File: src/rtl/seq_pkg.sv
// Shared types and defaults for the serial sequence transmitter and its 1001 detector.
package seq_pkg;

  typedef enum logic [1:0] {
    S_IDLE  = 2'd0,
    S_SHIFT = 2'd1,
    S_PAR   = 2'd2,
    S_GAP   = 2'd3
  } state_t;

  localparam int SEQ_PAT_W = 4;
  localparam int SEQ_CNT_W = 8;
  localparam int SEQ_GAP_W = 4;

  localparam logic [3:0] SEQ_DEFAULT_PAT = 4'b1001;

endpackage

File: src/rtl/seq_piso.sv
// Parallel-load, MSB-first shift register; the MSB is the next serial bit.
module seq_piso #(
  parameter int PAT_W = 4
) (
  input  logic             clk,
  input  logic             rst,
  input  logic             load,
  input  logic             shift,
  input  logic [PAT_W-1:0] d,
  output logic             msb
);

  logic [PAT_W-1:0] q;

  always_ff @(posedge clk or negedge rst) begin
    if (!rst) begin
      q <= '0;
    end else if (load) begin
      q <= d;
    end else if (shift) begin
      q <= {q[PAT_W-2:0], 1'b0};
    end
  end

  assign msb = q[PAT_W-1];

endmodule

File: src/rtl/sequence_transmitter.sv
// Bit-serial pattern generator with repeat count and idle gaps.
// Define SEQ_TX_PARITY_EN to append an even-parity bit after every pattern.
//
// state   | meaning
// S_IDLE  | waiting for start, ready=1
// S_SHIFT | shifting pattern bits out MSB first
// S_PAR   | emitting the even-parity bit (parity build only)
// S_GAP   | idle cycles between repetitions
module sequence_transmitter
  import seq_pkg::*;
#(
  parameter int PAT_W = SEQ_PAT_W,
  parameter int CNT_W = SEQ_CNT_W,
  parameter int GAP_W = SEQ_GAP_W
) (
  input  logic             clk,
  input  logic             rst,
  input  logic             start,
  input  logic [PAT_W-1:0] pat_in,
  input  logic [CNT_W-1:0] rpt,
  input  logic [GAP_W-1:0] gap,
  output logic             ready,
  output logic             busy,
  output logic             dout,
  output logic             dvalid,
  output logic             frame,
  output logic             done
);

`ifdef SEQ_TX_PARITY_EN
  localparam bit PAR_EN = 1'b1;
`else
  localparam bit PAR_EN = 1'b0;
`endif

  localparam int BC_W = $clog2(PAT_W);

  state_t           state;
  logic [PAT_W-1:0] pat_q;
  logic [CNT_W-1:0] rpt_cnt;
  logic [GAP_W-1:0] gap_q;
  logic [GAP_W-1:0] gap_cnt;
  logic [BC_W-1:0]  bit_cnt;

  logic             accept;
  logic             bit_last;
  logic             rep_end;
  logic             rep_more;
  logic             reload;
  logic             piso_load;
  logic             piso_shift;
  logic [PAT_W-1:0] piso_src;
  logic             piso_msb;

  assign ready      = (state == S_IDLE);
  assign accept     = ready && start;
  assign bit_last   = (bit_cnt == BC_W'(PAT_W - 1));
  assign rep_end    = (state == S_SHIFT && bit_last && !PAR_EN) || (state == S_PAR);
  assign rep_more   = (rpt_cnt > CNT_W'(1));
  // Restart the pattern either back-to-back or on the last gap cycle.
  assign reload     = (rep_end && rep_more && gap_q == '0) ||
                      (state == S_GAP && gap_cnt == GAP_W'(1));
  assign piso_load  = accept || reload;
  assign piso_shift = (state == S_SHIFT) && !bit_last;
  assign piso_src   = accept ? pat_in : pat_q;

  // The first bit goes straight to dout, so the PISO holds only the remaining bits.
  seq_piso #(.PAT_W(PAT_W)) u_piso (
    .clk   (clk),
    .rst   (rst),
    .load  (piso_load),
    .shift (piso_shift),
    .d     ({piso_src[PAT_W-2:0], 1'b0}),
    .msb   (piso_msb)
  );

  always_ff @(posedge clk or negedge rst) begin
    if (!rst) begin
      state   <= S_IDLE;
      pat_q   <= '0;
      rpt_cnt <= '0;
      gap_q   <= '0;
      gap_cnt <= '0;
      bit_cnt <= '0;
      busy    <= 1'b0;
      dout    <= 1'b0;
      dvalid  <= 1'b0;
      frame   <= 1'b0;
      done    <= 1'b0;
    end else begin
      done <= 1'b0;
      case (state)
        S_IDLE: begin
          if (start) begin
            pat_q   <= pat_in;
            rpt_cnt <= (rpt == '0) ? CNT_W'(1) : rpt;
            gap_q   <= gap;
            bit_cnt <= '0;
            state   <= S_SHIFT;
            busy    <= 1'b1;
            dvalid  <= 1'b1;
            frame   <= 1'b1;
            dout    <= pat_in[PAT_W-1];
          end
        end
        S_SHIFT: begin
          frame <= 1'b0;
          if (!bit_last) begin
            bit_cnt <= bit_cnt + BC_W'(1);
            dout    <= piso_msb;
          end else begin
            bit_cnt <= '0;
            if (PAR_EN) begin
              state <= S_PAR;
              dout  <= ^pat_q;
            end
          end
        end
        S_PAR: begin
          frame <= 1'b0;
        end
        S_GAP: begin
          if (gap_cnt == GAP_W'(1)) begin
            state  <= S_SHIFT;
            frame  <= 1'b1;
            dvalid <= 1'b1;
            dout   <= pat_q[PAT_W-1];
          end else begin
            gap_cnt <= gap_cnt - GAP_W'(1);
          end
        end
        default: state <= S_IDLE;
      endcase

      if (rep_end) begin
        rpt_cnt <= (rpt_cnt == '0) ? '0 : rpt_cnt - CNT_W'(1);
        if (rep_more) begin
          if (gap_q == '0) begin
            state  <= S_SHIFT;
            frame  <= 1'b1;
            dvalid <= 1'b1;
            dout   <= pat_q[PAT_W-1];
          end else begin
            state   <= S_GAP;
            gap_cnt <= gap_q;
            frame   <= 1'b0;
            dvalid  <= 1'b0;
            dout    <= 1'b0;
          end
        end else begin
          state  <= S_IDLE;
          busy   <= 1'b0;
          done   <= 1'b1;
          frame  <= 1'b0;
          dvalid <= 1'b0;
          dout   <= 1'b0;
        end
      end
    end
  end

endmodule

File: config.mk
export PLATFORM = sky130hd
export DESIGN_NAME = sequence_transmitter
export DESIGN_NICKNAME = d
export VERILOG_FILES = /design/src/rtl/seq_pkg.sv /design/src/rtl/seq_piso.sv /design/src/rtl/sequence_transmitter.sv
export SDC_FILE = /design/constraint.sdc
export NUM_CORES = 1
export LEC_CHECK = 0
export BUFFER_PORTS_ARGS = -buffer_cell sky130_fd_sc_hd__buf_2
export CORE_MARGIN = 4
export CORE_UTILIZATION = 51
export DETAILED_ROUTE_END_ITERATION = 8
export PLACE_DENSITY = 0.69
export SYNTH_ARGS = -nofsm -noshare
export SYNTH_HDL_FRONTEND = slang
export SYNTH_HIERARCHICAL = 1
export SYNTH_SLANG_ARGS = --single-unit
File: constraint.sdc
create_clock -name clk -period 5.4 [get_ports clk]
set_input_delay 0.27 -clock clk [delete_from_list [all_inputs] [get_ports clk]]
set_output_delay 0.27 -clock clk [all_outputs]
set_load 0.05 [all_outputs]
==> summary.txt, run 1 <==
Clock tree
  – CTS max path bufs: 2
  – CTS tree: done
  – CTS Buf Count: 5
  – Worst skew pair latency: between 0.3 and 0.4 ns
  – # hold bufs at CTS: 0
  – H-tree levels: 2
  – Resized Gates After CTS: 0
  – Root Driver: clkbuf_4
  – Post-CTS Setup Repair Bufs: 0
  – Clk sink count: 33
  – Clock transition at path regs: 0.10 ns

Setup path
  – Critical Path Sink Type: register
  – Setup slack, reg-to-reg: between 3 and 4 ns
  – Worst Path Buf+Inv: 1
  – CP peak stage delay: approximately 0.43 ns
  – Crit start category: register
  – Worst Path Arrival: 2.45 ns
  – Setup CP Type: register to register
  – Worst r2r path cells: 8
  – Delay-heaviest family, CP: compound AO/OA/AOI/OAI gates
  – Critical Path RT: ~5.6 ns
  – R2R Path Start: state[1]$_DFFE_PN0P_
  – Slowest-stage cell, CP: dfrtp_1
  – Critical R2R Capture: u_piso/q[0]$_DFFE_PN0P_
  – CP Cell Sequence: inv_1 > ha_1 > a21o_1 > o31a_1 > nand2_2 > nand3_2 > nor2_1 > a22o_1
  – CP Max Fanout: 12

Placed design
  – DP HPWL: approximately 3000 um
  – I/O Buffers: 24
  – GP Congestion: roughly 0.85

Route
  – Avg WL per Cell: between 15 and 20 um
  – DR iter-0 viols: slightly above 90
  – Routed vias: approximately 1.5k
  – Vias/cell: between 5 and 6
  – Final antenna-violating net count: 0
  – Router iterations before antenna repair: 4
  – DRC: 0
  – DRT Wirelength: roughly 3900 um

Floorplanning
  – Row count: 21
  – Starting Density: between 50% and 60%
  – Io pins: 25
  – Die width: 67.5 um
  – Die Y: 67.5 um
  – Die area: between 4000 and 5000 um2
  – Core Region: about 3400 um2

Synth
  – Seq cells post-synth: 33
  – Ys Warns: 6
  – Seq/Total Area, Yosys: approximately 46%
  – Post-synthesis simple-gate area fraction: 20.1%
  – Mean Syn Cell Area: a little under 10 um2
  – Syn Nets: 211
  – Synth Flop Type: dfrtp_1
  – Synthesized cell area: between 1500 and 2000 um2
  – Largest family of logic cells by synthesized area: simple AND/OR/NAND/NOR gates
  – Synth Area in Adders: between 6 and 7%
  – Post-synth cell types: 46
  – Compound-Gate Fraction of Synth Area: approximately 16%
  – Mapped Cells: between 150 and 200
  – Asr flop ratio synth: 100%
  – Post-synth EDFFs: 0
  – Post-synthesis mux area share: under 10%
  – Xor/xnor share of the synthesized area: 1.45%

STA
  – WHS: -0.0201 ns
  – RSZ-0062 raised after global routing: no
  – Tmin final: roughly 2.2 ns
  – Final worst-path cycle share: around two fifths
  – Worst slew pin tran: approximately 1 ns
  – FMAX: roughly 450 MHz
  – Clk_skew: roughly 0.0093 ns
  – Slew Viols, Final: 0
  – Slew headroom: approximately a third
  – Setup TNS: 0 ns
  – Endpoints failing setup: 0
  – Final Hold Viols: 21

Run status
  – Failing checks: hold timing
  – Outcome: finished with violations

Pwr
  – Max VDD drop: about 0.17 mV
  – LEAKAGE: just under 1 nW
  – PD cells: a little under 200 nW/um2

Run
  – Maxcap violations: 0

Layout
  – Final core occ: around three fifths
  – Ant diodes: 0
  – Most common cell after layout, fill and taps aside: dfrtp_1
  – Nets: about 240
  – Most frequent cells in the layout: 33 x dfrtp_1, 24 x buf_2, 22 x nand2_1
  – Share of layout cells above drive strength 1: around 22%
  – Area growth syn-to-layout: 11.6%

Global route
  – Total gr overflow: 0
  – Initial antenna violation count: 0
  – Vias in the first global route: roughly 1.4k
  – Largest net degree at the start of global routing: 34
  – Global Route Usage Sum: 19.4%
  – First-pass GRT wire length: 6470 um

Hold path
  – HP Class: primary input to async pin
==> Yosys cell counts, types with 3 or more instances <==
cell type / instances / share of area, %
nand3_1: 5 / 1.4
inv_1: 9 / 1.9
nor4_1: 3 / 1.0
mux2i_1: 5 / 2.8
a21o_1: 3 / 1.2
nor2_1: 12 / 2.5
nand2_1: 22 / 4.6
o21ai_0: 9 / 2.5
a211oi_1: 3 / 1.2
o311ai_0: 3 / 1.5
ha_1: 9 / 6.2
dfrtp_1: 33 / 46
buf_2: 3 / 0.83
mux2_2: 8 / 5.0
a21oi_1: 8 / 2.2
nor3_1: 5 / 1.4
o21ai_1: 8 / 2.2
==> worst max-delay path by stage <==
stage                                     from                      end  slack [ns]  depth (start not counted)
after floorplan           state[0]$_DFFE_PN0P_  u_piso/q[1]$_DFFE_PN0P_        3.21                          8
after global placement    state[1]$_DFFE_PN0P_  u_piso/q[0]$_DFFE_PN0P_        3.28                          8
after detailed placement  state[1]$_DFFE_PN0P_  u_piso/q[0]$_DFFE_PN0P_        3.25                          8
after CTS                 state[1]$_DFFE_PN0P_  u_piso/q[0]$_DFFE_PN0P_        3.20                          8
after global routing      state[1]$_DFFE_PN0P_   rpt_cnt[3]$_DFFE_PN0P_        2.99                          6
final                     state[1]$_DFFE_PN0P_  u_piso/q[0]$_DFFE_PN0P_        3.18                          8
==> power breakdown <==
| part | switching [W] | internal (W) |
|---|---|---|
| Sequential | 0.000000255 | 0.000247 |
| Combinational | 0.00000783 | 0.00000531 |
| Clock | 0.0000785 | 0.0000614 |
| Total | 0.0000865 | 0.000314 |
==> flip-flops by register name (all words and copies together), names as in the netlist <==
signal and count:
bit_cnt 2, busy 1, done 1, dout 1, dvalid 1, frame 1
gap_cnt 4, gap_q 4, pat_q 4, rpt_cnt 8, state 2, u_piso/q 4
==> layer usage <==
| layer | GRT usage, % | part of all wire [%] |
|---|---|---|
| met3 | 6.82 | 5.8 |
| met1 | 25.8 | 45 |
| met2 | 29.5 | 48 |
| met5 | 0 | 0 |
| met4 | 5.82 | 1.5 |
==> cell type report <==
class	instances	area [um2]
Sequential cell	33	826
Fill cell	283	1370
Multi-Input combinational cell	136	926
Inverter	9	33.8
Clock buffer	7	55.1
Timing Repair Buffer	24	120
Tap cell	46	57.6
==> cell families (layout without fill, tap and decap cells) <==
logic type | count (synthesis) | after routing
xor gates and xnor gates | 3 | 3
other | 1 | 1
AOI/OAI and AO/OA | 44 | 44
buffers and inverters | 14 | 40
adders and majority gates | 9 | 9
and+or+nand+nor | 66 | 66
DFF | 33 | 33
muxes | 13 | 13
==> per-stage QoR <==
step                total power (W)  std cells  setup slack, ns  hold WS, ns  cell area (um2)
floorplan                  0.000253        183             3.21      -0.0256             1810
global placement           0.000265        248             3.28        0.358             1960
detailed placement         0.000266        248             3.25        0.375             1960
CTS                        0.000406        255             3.20      0.00203             2020
global route               0.000421        255             2.99       0.0301             2020
finish                     0.000401        255             3.18      -0.0201             2020
No activity file was read; power rests on OpenSTA's default activity.
==> inputs of run 2 (changes only) <==
- clock period: 5.4 -> 2.3 ns (I/O delays scaled with it)
==> summary.txt, run 2 (synthesis gave the netlist of run 1 again) <==
Route
  – DRT Wirelength: 3840 um (-0.62%)
  – Vias/cell: 5.51 (-3.8%)
  – Router iterations before antenna repair: 5 (+1)
  – Routed vias: 1437 (-1.5%)
  – Final antenna-violating net count: 0 (unchanged)
  – DR iter-0 viols: 87 (-6.5%)
  – DRC: 0 (unchanged)
  – Avg WL per Cell: 14.7 um (-2.9%)

STA
  – Clk_skew: 0.00606 ns (-0.00326 ns)
  – Endpoints failing setup: 0 (unchanged)
  – Setup TNS: 0 ns (unchanged)
  – RSZ-0062 raised after global routing: no
  – Final worst-path cycle share: 88.1% (+47 points)
  – Slew headroom: 52.1% (+19 points)
  – FMAX: 493 MHz (+9.7%)
  – WHS: 0.0197 ns (+0.0398 ns)
  – Final Hold Viols: 0 (-100%)
  – Final setup margin: 0.274 ns (-2.90 ns)
  – Slew Viols, Final: 0 (unchanged)
  – Worst slew pin tran: 0.719 ns (-0.283 ns)
  – Tmin final: 2.03 ns (-0.196 ns)

Pwr
  – Max VDD drop: 0.324 mV (+86%)
  – LEAKAGE: 0.999 nW (+2.5%)
  – PD cells: 442 nW/um2 (+120%)

Layout
  – Final instance area: 2050 um2 (+1.8%)
  – Share of layout cells above drive strength 1: 23.7% (+1.7 points)
  – Nets: 242 (+2.1%)
  – Most frequent cells in the layout: 33 x dfrtp_1, 24 x buf_2, 22 x nand2_1
  – Number of flip-flops under the largest register name: 8 (unchanged)
  – # fillers: 302 (+6.7%)
  – Most common cell after layout, fill and taps aside: dfrtp_1
  – Area growth syn-to-layout: 13.6%
  – Ant diodes: 0 (unchanged)
  – Largest reg by FF count: rpt_cnt
  – Final core occ: 60.6% (+1.1 points)

Setup path
  – Crit start category: register
  – Setup CP Type: register to register
  – CP Max Fanout: 8 (-4)
  – Worst Path Arrival: 2.29 ns (-0.16 ns)
  – Critical Path Sink Type: register
  – Critical Path RT: 2.56 ns (-3.07 ns)

Clock tree
  – Root Driver: clkbuf_4
  – Worst skew pair latency: 0.32 ns (about the same)
  – CTS tree: done
  – CTS Buf Count: 5 (unchanged)
  – Resized Gates After CTS: 0 (unchanged)
  – Clock transition at path regs: 0.10 ns (about the same)
  – # hold bufs at CTS: 1 (+1)
  – Post-CTS Setup Repair Bufs: 0 (unchanged)
  – H-tree levels: 2 (unchanged)
  – CTS max path bufs: 2 (unchanged)
  – Clk sink count: 33 (unchanged)

Floorplanning
  – Core Region: 3390 um2 (unchanged)
  – Die width: 67.5 um (unchanged)
  – Starting Density: 53.3% (unchanged)
  – Row count: 21 (unchanged)
  – Die area: 4560 um2 (unchanged)
  – Io pins: 25 (unchanged)
  – Die Y: 67.5 um (unchanged)

Placed design
  – Post-place setup slack: 0.312 ns (-2.94 ns)
  – I/O Buffers: 24 (unchanged)
  – DP HPWL: 3010 um (+2.5%)
  – Area post-placement: 1990 um2 (+1.5%)
  – GP Congestion: 0.773 (-9.1%)

Global route
  – Largest net degree at the start of global routing: 34 (unchanged)
  – Initial antenna violation count: 0 (unchanged)
  – Vias in the first global route: 1419 (+1.9%)
  – Global Route Usage Sum: 19.5% (+0.084 points)
  – First-pass GRT wire length: 6570 um (+1.5%)
  – Total gr overflow: 0 (unchanged)

Hold path
  – HP Class: primary input to register

Run status
  – Outcome: completed

Run
  – Maxcap violations: 0 (unchanged)
-- run 2: cell count changes in the layout (fill, tap and decap cells not counted), sizes merged --
| cell | previous run | this run |
|---|---|---|
| clkinv | 0 | 2 |
| dlygate4sd3 | 0 | 1 |
| clkbuf | 7 | 6 |
| buf | 24 | 28 |
-- run 2: final cells by class --
cell class	instances	area [um2]	share of cell area [%]
Timing Repair Buffer	29	160	7.80
Inverter	9	33.8	1.64
Clock inverter	2	10.0	0.487
Tap cell	46	57.6	2.80
Sequential cell	33	826	40.2
Clock buffer	6	41.3	2.01
Multi-Input combinational cell	136	926	45.1
-- run 2: worst paths after layout --
kind | start | end | slack (ns) | depth (start not counted)
worst max register to register | rpt_cnt[6]$_DFFE_PN0P_ | u_piso/q[0]$_DFFE_PN0P_ | 0.27 | 6
worst min-delay path | gap[3] | gap_q[3]$_DFFE_PN0P_ | 0.02 | 2
worst max-delay path | rpt_cnt[6]$_DFFE_PN0P_ | u_piso/q[0]$_DFFE_PN0P_ | 0.27 | 6
min in group asynchronous | rst | gap_q[3]$_DFFE_PN0P_ | 0.38 | 2
max in group asynchronous | rst | u_piso/q[2]$_DFFE_PN0P_ | 1.47 | 2
worst min register to register | bit_cnt[0]$_DFFE_PN0P_ | bit_cnt[0]$_DFFE_PN0P_ | 0.51 | 1
-- run 2: worst max-delay path, stage by stage, from the launching register on --
cell and delay (ns):
dfrtp_1 0.42, or4_4 0.60, o31a_1 0.40, nand2_2 0.11, nand3_2 0.16, nor2_1 0.14
a22o_1 0.13
-- run 2: power by group --
part           switching (W)  total (W)  leakage [nW]  internal [W]
combinational      0.0000181  0.0000317         0.553     0.0000135
sequential       0.000000412   0.000581         0.413      0.000581
clock               0.000180   0.000296        0.0320      0.000116
total               0.000198   0.000909         0.999      0.000710
-- run 2: metrics by stage --
| step | std cells | total power, W |
|---|---|---|
| after global routing | 261 | 0.000949 |
| after floorplan | 183 | 0.000595 |
| after global placement | 252 | 0.000622 |
| after CTS | 261 | 0.000925 |
| after detailed placement | 252 | 0.000624 |
| final | 261 | 0.000909 |
-- run 2: routing by layer --
| metal | routed length, um | vias up | track usage [%] |
|---|---|---|---|
| met3 | 174 | 4 | 4.33 |
| met5 | 0 | - | 0 |
| met2 | 1900 | 38 | 32.6 |
| li1 | - | 727 | - |
| met4 | 35 | 0 | 7.34 |
| met1 | 1730 | 668 | 24.4 |
